## config.mk

```make
export PLATFORM = sky130hd
export DESIGN_NAME = dp_elastic
export DESIGN_NICKNAME = d
export VERILOG_FILES = /design/src/rtl/dp_elastic.sv
export SDC_FILE = /design/constraint.sdc
export NUM_CORES = 1
export LEC_CHECK = 0
export CORE_ASPECT_RATIO = 0.6
export CORE_MARGIN = 3
export CORE_UTILIZATION = 37
export CTS_CLUSTER_SIZE = 40
export DETAILED_ROUTE_END_ITERATION = 16
export PLACE_DENSITY = 0.78
export SLEW_MARGIN = 10
export SYNTH_ARGS = -nofsm -noshare
export SYNTH_HDL_FRONTEND = slang
export SYNTH_SLANG_ARGS = --single-unit
```

## constraint.sdc

```tcl
create_clock -name clk -period 4.25 [get_ports clk]
set_clock_uncertainty 0.2 [all_clocks]
set_input_delay 1.0625 -clock clk [delete_from_list [all_inputs] [get_ports clk]]
set_output_delay 1.0625 -clock clk [all_outputs]
set_load 0.02 [all_outputs]
```

## src/rtl/dp_elastic.sv

```systemverilog
// Elastic N-stage valid/ready pipeline. Each stage advances on its own, so
// bubbles are squeezed out under backpressure. Adds sync flush and occupancy.

module dp_elastic_stage #(
  parameter int W = 32
) (
  input  logic         clk,
  input  logic         i_srst,
  input  logic         i_flush,
  input  logic         i_adv,
  input  logic         i_src_vld,
  input  logic [W-1:0] i_src_dat,
  output logic         o_vld,
  output logic [W-1:0] o_dat
);

  logic         r_vld;
  logic [W-1:0] r_dat;

  always_ff @(posedge clk) begin
    if (i_srst || i_flush) r_vld <= 1'b0;
    else if (i_adv)        r_vld <= i_src_vld;
  end

  // Data only moves with a real payload, and a flush leaves it untouched.
  always_ff @(posedge clk) begin
    if (i_adv && i_src_vld && !i_flush) r_dat <= i_src_dat;
  end

  assign o_vld = r_vld;
  assign o_dat = r_dat;

endmodule

module dp_elastic #(
  parameter  int W  = 32,
  parameter  int N  = 4,
  localparam int CW = $clog2(N+1)
) (
  input  logic            clk,
  input  logic            srst,
  input  logic            in_vld_i,
  input  logic [W-1:0]    in_dat_i,
  output logic            in_rdy_o,
  output logic            out_vld_o,
  output logic [W-1:0]    out_dat_o,
  input  logic            out_rdy_i,
  input  logic            flush_i,
  output logic [N-1:0]    pipe_vld_o,
  output logic [N*W-1:0]  pipe_dat_o,
  output logic [CW-1:0]   occ_o,
  output logic            empty_o,
  output logic            full_o
);

  if (N < 1) begin : g_bad_n
    $error("dp_elastic: N must be >= 1");
  end

  logic [N-1:0]         w_vld;
  logic [N-1:0]         w_adv;
  logic [N-1:0]         w_src_vld;
  logic [N-1:0][W-1:0]  w_dat;
  logic [N-1:0][W-1:0]  w_src_dat;
  logic                 w_in_fire;
  logic                 w_out_fire;
  logic [CW-1:0]        r_occ;

  // Index k-1 holds stage k. A stage can advance unless it and every stage
  // downstream of it is full and the consumer stalls.
  for (genvar k = 0; k < N; k++) begin : g_stage
    assign w_adv[k] = out_rdy_i | ~(&w_vld[N-1:k]);

    if (k == 0) begin : g_head
      assign w_src_vld[k] = in_vld_i & ~flush_i;
      assign w_src_dat[k] = in_dat_i;
    end else begin : g_body
      assign w_src_vld[k] = w_vld[k-1];
      assign w_src_dat[k] = w_dat[k-1];
    end

    dp_elastic_stage #(.W(W)) u_stage (
      .clk       (clk),
      .i_srst    (srst),
      .i_flush   (flush_i),
      .i_adv     (w_adv[k]),
      .i_src_vld (w_src_vld[k]),
      .i_src_dat (w_src_dat[k]),
      .o_vld     (w_vld[k]),
      .o_dat     (w_dat[k])
    );
  end

  assign in_rdy_o   = w_adv[0] & ~flush_i & ~srst;
  assign out_vld_o  = w_vld[N-1];
  assign out_dat_o  = w_dat[N-1];
  assign w_in_fire  = in_vld_i & in_rdy_o;
  assign w_out_fire = out_vld_o & out_rdy_i;

  always_ff @(posedge clk) begin
    if (srst || flush_i) r_occ <= '0;
    else                 r_occ <= r_occ + CW'(w_in_fire) - CW'(w_out_fire);
  end

  assign pipe_vld_o = w_vld;
  assign pipe_dat_o = w_dat;
  assign occ_o      = r_occ;
  assign empty_o    = (r_occ == '0);
  assign full_o     = (r_occ == CW'(N));

endmodule

```

-- Yosys cells after proc, flatten, opt, wreduce, memory -nomap -nowiden
Index checks and enable logic that the tools add are counted.
- add/subtract/negate cells: 2
- multipliers: 0
- div/mod/pow operators: 0
- $lt $le $gt $ge: 0
- equality and inequality tests: 1
- shift operators: 0
- multiplexer cells: 0
- bitwise logic cells: 15
- reduce and logical (&&, ||, !) cells: 14
- operator list (kind ; count):
    $logic_and A1 B1 Y1 ; 8
    $not A1 Y1 ; 6
    $and A1 B1 Y1 ; 5
    $or A1 B1 Y1 ; 4
    $reduce_and A4 Y1 ; 1
    $add A3 B1 Y3 ; 1
    $eq A3 B3 Y1 const B ; 1
    $logic_not A3 Y1 ; 1
    $reduce_and A3 Y1 ; 1
    $sub A3 B1 Y3 ; 1
    $reduce_and A2 Y1 ; 1
    $logic_not A1 Y1 ; 1
    $logic_or A1 B1 Y1 ; 1
- register bits: 135
- bits in latches: 0
- RAM bits: 0
- memory bits (read-only): 0
- bits of input ports: 37
- output and inout port bits: 171
- memories: 0

-- Logic depth before layout (Yosys ltp)
- depth after elaboration: 8
- depth in mapped cells: 10
- gate-level depth less buffers: 9

-- Hierarchy
From an unflattened synthesis, not the netlist that was laid out.
- cell total of the unflattened synthesis: 210
- area, all modules: 4545.6 sq um
- by module, submodules not included (module ; times used ; cells each ; area each (sq um) ; seq. area each (sq um)):
    dp_elastic_stage ; 4 ; 37 ; 1007.2 ; 980.9
    dp_elastic ; 1 ; 62 ; 516.7 ; 60.1

-- Worst setup path after synthesis
Ideal clock, no wire load.
- path type: input -> register
- start: input port flush_i
- end: register g_stage[3].u_stage.r_dat[0] (enable)
- library setup time: 0.468 ns
- arrival: 3.654 ns
- slack: -0.072 ns
- stages: 2
- path buffers: 1
- path through: clkbuf_2 -> nor3b_1
- cells in the longest elaborated chain, start to end: 2
- RTL lines (what ; RTL line ; source):
    start, declared ; 48 ; input logic flush_i,
    $logic_not A1 Y1 ; 27 ; if (i_adv && i_src_vld && !i_flush) r_dat <= i_src_dat;
    $logic_and A1 B1 Y1 ; 27 ;
    end signal, assigned ; 27 ;
    end, declared ; 18 ; logic [W-1:0] r_dat;
Every way passes these cells.
A chain may end at the register's enable or synchronous reset.

-- Final worst setup path
- start: input port out_rdy_i
- end: output port in_rdy_o
- cells in the longest elaborated chain, start to end: 3
- RTL lines (what ; RTL line ; source):
    start, declared ; 47 ; input logic out_rdy_i,
    $or A1 B1 Y1 ; 72 ; assign w_adv[k] = out_rdy_i | ~(&w_vld[N-1:k]);
    $and A1 B1 Y1 (2 in a row) ; 94 ; assign in_rdy_o = w_adv[0] & ~flush_i & ~srst;
    end, declared ; 44 ; output logic in_rdy_o,
Every way passes these cells.

==> metrics.yaml <==
setup_path:
  cp_slowest_cell: "clkdlybuf4s50_1"
  critPathCaptureType: "output port"
  cp_data_arrival_time_ns: 2.72
  path_depth: 4
  crit_chain: "clkdlybuf4s50_1 > and4b_1 > a21boi_0 > clkdlybuf4s50_1"
  reg2reg_depth: 9
  crit_type: "primary input to output port"
  worst-path-buf-inv: 2
  r2r_start: "g_stage[3].u_stage.o_vld"
  cpPeakStageDelay_ns: 0.63
  crit_top_cell: "clkdlybuf4s50_1"
  worstSetupStartpointType: "primary input"
  rrSetupSlack_ns: 1.78
  rr_endpoint: "occ_o[2]"
  required_ns: 2.99
  crit_family: "buffers and inverters"
  critPathMaxFanout: 5
clock_network:
  cts.path.max_buffers: 2
  cts-root-buf: "clkbuf_16"
  cts_setup_buffers: 0
  cts_tree: "built"
  htreeDepth: 4
  clock_latency_ns: 0.40
  cts_buffers: 17
  cts_resized: 0
  clk_pin_slew_ns: 0.06
  cts.sinks: 135
  cts_hold_buf: 0
hold_path:
  min_to: "g_stage[2].u_stage.o_dat[14]"
  worstHoldStart: "g_stage[1].u_stage.o_dat[14]"
  hold_depth: 0
  hp-class: "flop to flop"
grt:
  first_global_vias: 2640
  grt_use_total_pct: 14.80
  grt_antenna_before_repair: 0
  grt_remaining_overflow: 0
  grt.busiest_layer: "met2"
  grt_use_met3_pct: 7.731
  grt.met1_usage_pct: 16.15
  met2_usage_pct: 25.05
  grt_pass1_wl_mm: 15.09
  grt_start_max_net_pins: 33
timing:
  fin_ws_ns: 0.2629
  drv_slew: 0
  hold_violations: 0
  rsz0062_at_grt: "no"
  worst_pin_slew_ns: 0.4846
  tns_ns: 0
  min_period_ns: 3.987
  max_freq_mhz: 250.8
  setup_viol_count_final: 0
  relSlewSlack_pct: 67.69
  finalCritPeriodShare_pct: 93.81
floorplanning:
  rows: 30
  die_w_um: 148.5
  start_util_pct: 38.86
  fp.dieH_um: 91.49
  fp.dieArea_um2: 13580
  ios: 208
  core_um2: 11600
routing:
  routed_wl_mm: 9.965
  drtAntennaViolNets: 0
  drtPass1Iterations: 4
  drc: 0
  wl_per_cell_um: 17.54
  via_count: 2496
  via_per_inst: 4.394
  drt_iter0_drc: 71
job:
  maxCapViolCount: 0
power_and_ir_drop:
  p_leak_nw: 2.454
  power_mw: 3.108
  ir_drop_uv: 263.1
  pwr_density_cell_nw_per_um2: 433.6
synthesis:
  synth_top_area_share_pct: 85.29
  syn_inst: 202
  syn_avg_cell_area_um2: 22.31
  synth.area.top_cells: "edfxtp_1 85%, buf_4 6.0%, dfxtp_1 3.1%"
  syn-num-nets: 242
  mappedNetlistArea_um2: 4507
  yosysSeqAreaShare_pct: 88.40
  synth_top_cell_by_area: "edfxtp_1"
  ys_ff_latch: 135
  ys_types: 23
  ys_warn_count: 0
finish:
  nNetsFinal: 436
  final_common_cell: "clkdlybuf4s50_1"
  most-common-layout-cells: "207 x clkdlybuf4s50_1, 128 x edfxtp_1, 17 x clkbuf_16"
  final_cells: 568
  layout-drive-gt1-share_pct: 10.05
  nFillCells: 839
  area_growth_pct: 59.05
  utilization_pct: 61.80
  diodes: 0
placed_design:
  pre_cts_slack_ns: 0.2745
  dp_cells: 537
  place.gp.congestion: 0.7870
  io_buffers: 207
  hpwlAfterDp_mm: 7.162
run_status:
  outcome: "finished clean"
## worst reg2reg max path, stage by stage (launching register included)
cell      delay, ns
dfxtp_1        0.45
nand4b_1       0.16
o21ai_0        0.22
ha_1           0.26
inv_1          0.06
ha_1           0.13
inv_1          0.05
fa_1           0.36
xnor3_1        0.37
nor3_2         0.12
## layer usage
| metal | up-vias | wire (µm) |
|---|---|---|
| met4 | 0 | 53 |
| met5 | - | 0 |
| li1 | 1125 | - |
| met3 | 8 | 1207 |
| met1 | 1227 | 3680 |
| met2 | 136 | 5025 |
## power breakdown
part           switching (mW)  total, mW  leakage [nW]  internal, mW
clock network           0.530       1.45         0.288         0.925
logic                  0.0736      0.155         0.942        0.0811
registers              0.0157       1.50          1.22          1.48
## sequential cells by signal (all words and copies together) (netlist names)
| register | flops |
|---|---|
| g_stage.u_stage.o_dat | 128 |
| g_stage.u_stage.o_vld | 4 |
| occ_o | 3 |
## worst max-delay path by stage
stage / slack [ns] / end / start
4_1_cts: 0.26 / in_rdy_o / out_rdy_i
2_1_floorplan: -0.07 / g_stage[3].u_stage.o_dat[0] / flush_i
3_3_place_gp: 0.32 / in_rdy_o / out_rdy_i
6_report: 0.26 / in_rdy_o / out_rdy_i
5_1_grt: 0.19 / in_rdy_o / out_rdy_i
3_5_place_dp: 0.27 / in_rdy_o / out_rdy_i
## final cells by class
type / instances / area (µm²) / area share, %
Tap cell: 160 / 200.2 / 2.793
Clock inverter: 14 / 175.2 / 2.444
Timing Repair Buffer: 212 / 2110 / 29.43
Multi-Input combinational cell: 27 / 262.8 / 3.666
Inverter: 3 / 11.26 / 0.1571
Clock buffer: 17 / 425.4 / 5.935
Sequential cell: 135 / 3984 / 55.58
## cell usage after synthesis
cell type / number
inv_1: 3
clkbuf_2: 1
a41o_1: 1
o21ai_0: 1
buf_4: 36
nor2b_1: 1
o21a_1: 2
nor2_4: 1
and3b_1: 1
a21boi_0: 2
and4b_1: 1
and2_1: 2
nor3b_1: 4
fa_1: 1
a21oi_1: 1
nand4b_1: 1
ha_1: 2
dfxtp_1: 7
nor3_1: 3
nand2b_1: 1
nor3_2: 1
edfxtp_1: 128
xnor3_1: 1
## cell families (layout without fill, tap and decap cells)
| group | Yosys count | in the layout | synth area share, % |
|---|---|---|---|
| buffers and inverters | 40 | 246 | 6.357 |
| DFF | 135 | 135 | 88.40 |
| xor gates and xnor gates | 1 | 1 | 0.4997 |
| AOI/OAI and AO/OA | 7 | 7 | 1.110 |
| and+or+nand+nor | 16 | 16 | 2.638 |
| adders and majority gates | 3 | 3 | 0.9994 |
## stage by stage
stage / cell area (µm²) / hold WS (ns)
after floorplan: 4507 / 0.3062
after global placement: 6568 / 0.2298
after detailed placement: 6568 / 0.2342
after CTS: 7168 / 0.2455
after global routing: 7168 / 0.2574
final: 7168 / 0.2415
No activity file was read; power rests on OpenSTA's default activity.
